$ cat src/rtl/spi_dpram_ctrl.sv
// Command-decoding memory stage behind the SPI slave: latches write/read
// addresses, writes a byte-wide RAM and returns read bytes after RD_LATENCY cycles.
module spi_dpram_ctrl #(
  parameter int MEM_DEPTH  = 256,
  parameter int ADDR_SIZE  = 8,
  parameter int RD_LATENCY = 1,
  parameter int AUTO_INC   = 0
) (
  input  logic       clk,
  input  logic       rst,
  input  logic [9:0] rx_data,
  input  logic       rx_valid,
  output logic [7:0] tx_data,
  output logic       tx_valid,
  output logic       cmd_err
);

  typedef enum logic [1:0] {
    CMD_WR_ADDR = 2'b00,
    CMD_WR_DATA = 2'b01,
    CMD_RD_ADDR = 2'b10,
    CMD_RD_DATA = 2'b11
  } cmd_e;

  logic [7:0]           mem_q [MEM_DEPTH];
  logic [ADDR_SIZE-1:0] wr_addr_q, wr_addr_d;
  logic [ADDR_SIZE-1:0] rd_addr_q, rd_addr_d;
  logic                 wr_vld_q, wr_vld_d;
  logic                 rd_vld_q, rd_vld_d;
  logic                 err_q, err_d;
  logic                 mem_we;
  logic                 rd_fire;
  logic [7:0]           rd_byte;
  cmd_e                 cmd;

  logic [RD_LATENCY-1:0] pipe_vld_q;
  logic [7:0]            pipe_dat_q [RD_LATENCY];

  assign cmd     = cmd_e'(rx_data[9:8]);
  assign rd_byte = mem_q[rd_addr_q];

  always_comb begin
    wr_addr_d = wr_addr_q;
    rd_addr_d = rd_addr_q;
    wr_vld_d  = wr_vld_q;
    rd_vld_d  = rd_vld_q;
    err_d     = 1'b0;
    mem_we    = 1'b0;
    rd_fire   = 1'b0;
    if (rx_valid) begin
      unique case (cmd)
        CMD_WR_ADDR: begin
          wr_addr_d = rx_data[ADDR_SIZE-1:0];
          wr_vld_d  = 1'b1;
        end
        CMD_WR_DATA: begin
          if (wr_vld_q) begin
            mem_we = 1'b1;
            if (AUTO_INC != 0) wr_addr_d = wr_addr_q + ADDR_SIZE'(1);
          end else begin
            err_d = 1'b1;
          end
        end
        CMD_RD_ADDR: begin
          rd_addr_d = rx_data[ADDR_SIZE-1:0];
          rd_vld_d  = 1'b1;
        end
        CMD_RD_DATA: begin
          if (rd_vld_q) begin
            rd_fire = 1'b1;
            if (AUTO_INC != 0) rd_addr_d = rd_addr_q + ADDR_SIZE'(1);
          end else begin
            err_d = 1'b1;
          end
        end
        default: ;
      endcase
    end
  end

  always_ff @(posedge clk) begin
    if (rst) begin
      wr_addr_q <= '0;
      rd_addr_q <= '0;
      wr_vld_q  <= 1'b0;
      rd_vld_q  <= 1'b0;
      err_q     <= 1'b0;
    end else begin
      wr_addr_q <= wr_addr_d;
      rd_addr_q <= rd_addr_d;
      wr_vld_q  <= wr_vld_d;
      rd_vld_q  <= rd_vld_d;
      err_q     <= err_d;
    end
  end

  // Memory is deliberately not reset; contents survive rst.
  always_ff @(posedge clk) begin
    if (mem_we) mem_q[wr_addr_q] <= rx_data[7:0];
  end

  // Each stage only loads on a valid beat, so the last stage holds the previous byte.
  always_ff @(posedge clk) begin
    if (rst) begin
      pipe_vld_q <= '0;
      for (int unsigned i = 0; i < RD_LATENCY; i++) pipe_dat_q[i] <= '0;
    end else begin
      pipe_vld_q[0] <= rd_fire;
      if (rd_fire) pipe_dat_q[0] <= rd_byte;
      for (int unsigned i = 1; i < RD_LATENCY; i++) begin
        pipe_vld_q[i] <= pipe_vld_q[i-1];
        if (pipe_vld_q[i-1]) pipe_dat_q[i] <= pipe_dat_q[i-1];
      end
    end
  end

  // Outputs are masked while rst is high so an in-flight read never escapes.
  assign tx_valid = pipe_vld_q[RD_LATENCY-1] & ~rst;
  assign tx_data  = rst ? '0 : pipe_dat_q[RD_LATENCY-1];
  assign cmd_err  = err_q & ~rst;

endmodule

$ cat config.mk
export PLATFORM = sky130hd
export DESIGN_NAME = spi_dpram_ctrl
export DESIGN_NICKNAME = d
export VERILOG_FILES = /design/src/rtl/spi_dpram_ctrl.sv
export SDC_FILE = /design/constraint.sdc
export NUM_CORES = 2
export LEC_CHECK = 0
export ABC_AREA = 1
export ABC_CLOCK_PERIOD_IN_PS = 2500
export CORE_MARGIN = 2
export CORE_UTILIZATION = 55
export CTS_CLUSTER_DIAMETER = 80
export DETAILED_ROUTE_END_ITERATION = 10
export MAX_ROUTING_LAYER = met4
export PLACE_DENSITY = 0.77
export SYNTH_ARGS = -nofsm -noshare
export SYNTH_HDL_FRONTEND = slang
export SYNTH_SLANG_ARGS = --single-unit
$ cat constraint.sdc
create_clock -name clk -period 2.5 [get_ports clk]
set_clock_uncertainty 0.15 [all_clocks]
set_input_delay 0.75 -clock clk [delete_from_list [all_inputs] [get_ports clk]]
set_output_delay 0.75 -clock clk [all_outputs]
set_load 0.01 [all_outputs]
==> results.yml <==
grt:
  grt_max_degree: 89
  antenna_found_initial: 2
  track_usage_pct: 31.5
  grt_pass1_wl_um: 358000
  globalRouteOverflowTotal: 0
  grt_pass1_vias: 58100
route:
  vias: 60500
  drt-initial-drc-count: 10200
  wirelength_um: 243000
  wl_per_cell_um: 24.8
  drtAntennaViolNets: 0
  drc: 0
  vias_per_cell: 6.17
  drt-pass1-iter-count: 8
synth:
  synth_cell_types: 21
  synth_top_area_share_pct: 73.0
  netlist_area_um2: 84500
  syn_area_per_cell_um2: 11.9
  synthTopCellsByCount: "nand2_1, edfxtp_1, nand3_1"
  syn-num-nets: 7143
  synth_ff_type: "edfxtp_1"
  synth.area.top_cells: "edfxtp_1, nand3_1, nand2_1"
  synth_top_area_cell: "edfxtp_1"
  synthAdderAreaFrac_pct: 0
  ys_seq_area_share_pct: 73.7
  synth_top_family_by_area: "simple AND/OR/NAND/NOR gates"
  synthMuxAreaShare_pct: 0
  async_reset_ff_share_pct: 0
  synthXorXnorAreaFrac_pct: 0
  yosys.area_share.simple_pct: 22.5
  yosys.cell_count.top_type: "nand2_1"
  yosys_register_bits: 2084
  synth_compound_area_share_pct: 0.566
  synth_edf_count: 2056
  synth_warnings: 0
  syn_inst: 7130
worst_setup_path:
  crit_chain: "buf_12 > buf_4 > buf_12 > nand2_1 > nand3_1 > nand3_1 > nand3_1 > nand3_1 > nand3_2 > nand3_1 > nand3_2 > nand2_1 > nor2_1"
  critPathRequiredTime_ns: 2.94
  start_kind: "flip-flop"
  crit_top_cell: "nand3_1"
  cp.arrival_ns: 3.13
  path_class: "flip-flop to flip-flop"
  path_max_fanout: 25
  cp_slowest_cell: "dfxtp_4"
  crit_path_max_incr_delay_ns: 0.37
  worst-path-buf-inv: 3
  crit_path_end_kind: "flip-flop"
  path_delay_family: "simple AND/OR/NAND/NOR gates"
timing:
  clock.fmax_mhz: 371
  min_period_ns: 2.69
  slew_headroom_pct: 34.7
  finalWorstSetupSlack_ns: -0.194
  setup_viol: 9
  rsz0062_at_grt: "yes"
  drv_slew: 0
  tightest_slew_ns: 0.978
  post-route-period-util_pct: 108
  hold_violations: 0
floorplan:
  rows: 143
  initial_core_util_pct: 55.5
  io_pins: 23
  fp.dieW_um: 396
  dieArea_um2: 157000
  chipHeight_um: 396
  core_area_um2: 152000
outcome:
  outcome: "complete, but fails checks"
  violations: "negative setup slack"
clocking:
  cts_hold_buf: 0
  clkSinkCount: 2084
  clkSlewWorstSetupHoldPaths_ns: 0.06
  htree_num_levels: 4
  cts_tree: "yes"
  clk_latency_ns: 0.83
  clk_path_buf_depth: 3
  cts_root_buf: "clkbuf_16"
  cts-buffers-inserted: 192
power:
  p_total_mw: 72.3
  leakage_nw: 35.9
  ir_worst_vdd_v: 0.000807
  p_per_area_nw_per_um2: 722
hold_path:
  hold_path.class: "primary input to flip-flop"
  hold_start: "rx_data[3]"
final_layout:
  fin_nets: 7619
  syn_to_final_growth_pct: 18.5
  layout-drive-gt1-share_pct: 15.5
  fill_cells: 10200
  fin_util_pct: 65.8
place:
  io_buffers: 22
  gp_congestion: 0.997
  dp_hpwl_um: 148000
flow_run:
  maxCapViolCount: 0
## report_power, final
part | leakage (nW) | total, mW | switching [mW] | internal (mW)
Sequential | 18.7 | 38.4 | 0.0431 | 38.4
Combinational | 14.2 | 5.20 | 3.52 | 1.68
Clock | 2.97 | 28.7 | 12.6 | 16.1
Total | 35.9 | 72.3 | 16.2 | 56.2
## what timing repair did
item / 4_1_cts / 5_1_grt
hold endpoints to repair: 0 / 0
setup buffers: 26 / 5
endpoints found under the setup margin: 18 / 22
gates cloned: 18 / 4
pin swaps: 42 / 4
gates resized for setup: 222 / 53
## layout by cell type, fill, tap and decap left out, drive strengths merged
| cell | count |
|---|---|
| bufinv | 17 |
| a21oi | 26 |
| buf | 749 |
| edfxtp | 2056 |
| dlygate4sd2 | 2 |
| clkinv | 77 |
| bufbuf | 7 |
| clkbuf | 245 |
| nand2 | 2085 |
| nor2 | 389 |
| o31ai | 1 |
| nor3 | 5 |
| nand3 | 1932 |
| clkinvlp | 8 |
| o21ai | 48 |
| inv | 68 |
| nor4 | 1 |
| o22ai | 16 |
| clkdlybuf4s50 | 3 |
| diode | 7 |
| dfxtp | 28 |
## worst reg2reg max path, stage by stage (launching register included)
cell and delay (ns):
dfxtp_4 0.37, buf_12 0.14, buf_4 0.18, buf_12 0.17, nand2_1 0.08, nand3_1 0.12, nand3_1 0.14, nand3_1 0.11
nand3_1 0.18, nand3_2 0.20, nand3_1 0.27, nand3_2 0.18, nand2_1 0.12, nor2_1 0.05
## flip-flops by register name, summed over array words and instances (netlist names), named ones only
name / cells
err_q: 1
rd_addr_q: 8
pipe_vld_q: 1
mem_q: 2048
rd_vld_q: 1
wr_addr_q: 8
wr_vld_q: 1
pipe_dat_q: 8
## cell type report
class                   instances  area [µm²]  share of cell area [%]
inverters                      57         256                   0.256
multi-input cells            4503       20200                    20.2
flip-flops and latches       2084       62300                    62.2
diodes                          7        17.5                  0.0175
repair inverters                2        32.5                  0.0325
repair buffers                766        8660                    8.65
well taps                    2030        2540                    2.54
clock buffers                 240        5070                    5.06
clock inverters               111        1020                    1.02
## routing by layer
layer / share of wire (%) / global-route usage, %
met5: 0 / -
met4: 5.6 / 16.2
met3: 13 / 7.29
met2: 46 / 47.6
met1: 35 / 40.2
## stage by stage
stage               TNS (ns)  cell area (µm²)  std cells  setup slack, ns  hold WS (ns)
floorplan            -121.35            84500       7130           -0.139         0.319
global placement     -868.26            92100       9389           -0.635         0.329
detailed placement   -937.56            92100       9389           -0.694         0.342
CTS                   -0.403            99800       9784          -0.0626         0.131
global route           -1.77           100000       9796           -0.233         0.145
finish                 -1.02           100000       9800           -0.194         0.164
## kinds of logic after synthesis
logic type | count (synthesis)
and+or+nand+nor | 4412
DFF | 2084
AOI/OAI and AO/OA | 91
buffers and inverters | 543
## final timing paths
path | slack [ns] | cells after the start | to
setup reg to reg | -0.19 | 13 | pipe_dat_q[0][4]$_SDFFCE_PN0P_
setup / recovery | -0.19 | 13 | pipe_dat_q[0][4]$_SDFFCE_PN0P_
hold / removal | 0.16 | 1 | mem_q[216][3]$_DFFE_PP_
hold reg to reg | 0.36 | 2 | wr_addr_q[6]$_SDFFE_PP0P_
(Power assumes the default switching activity.)
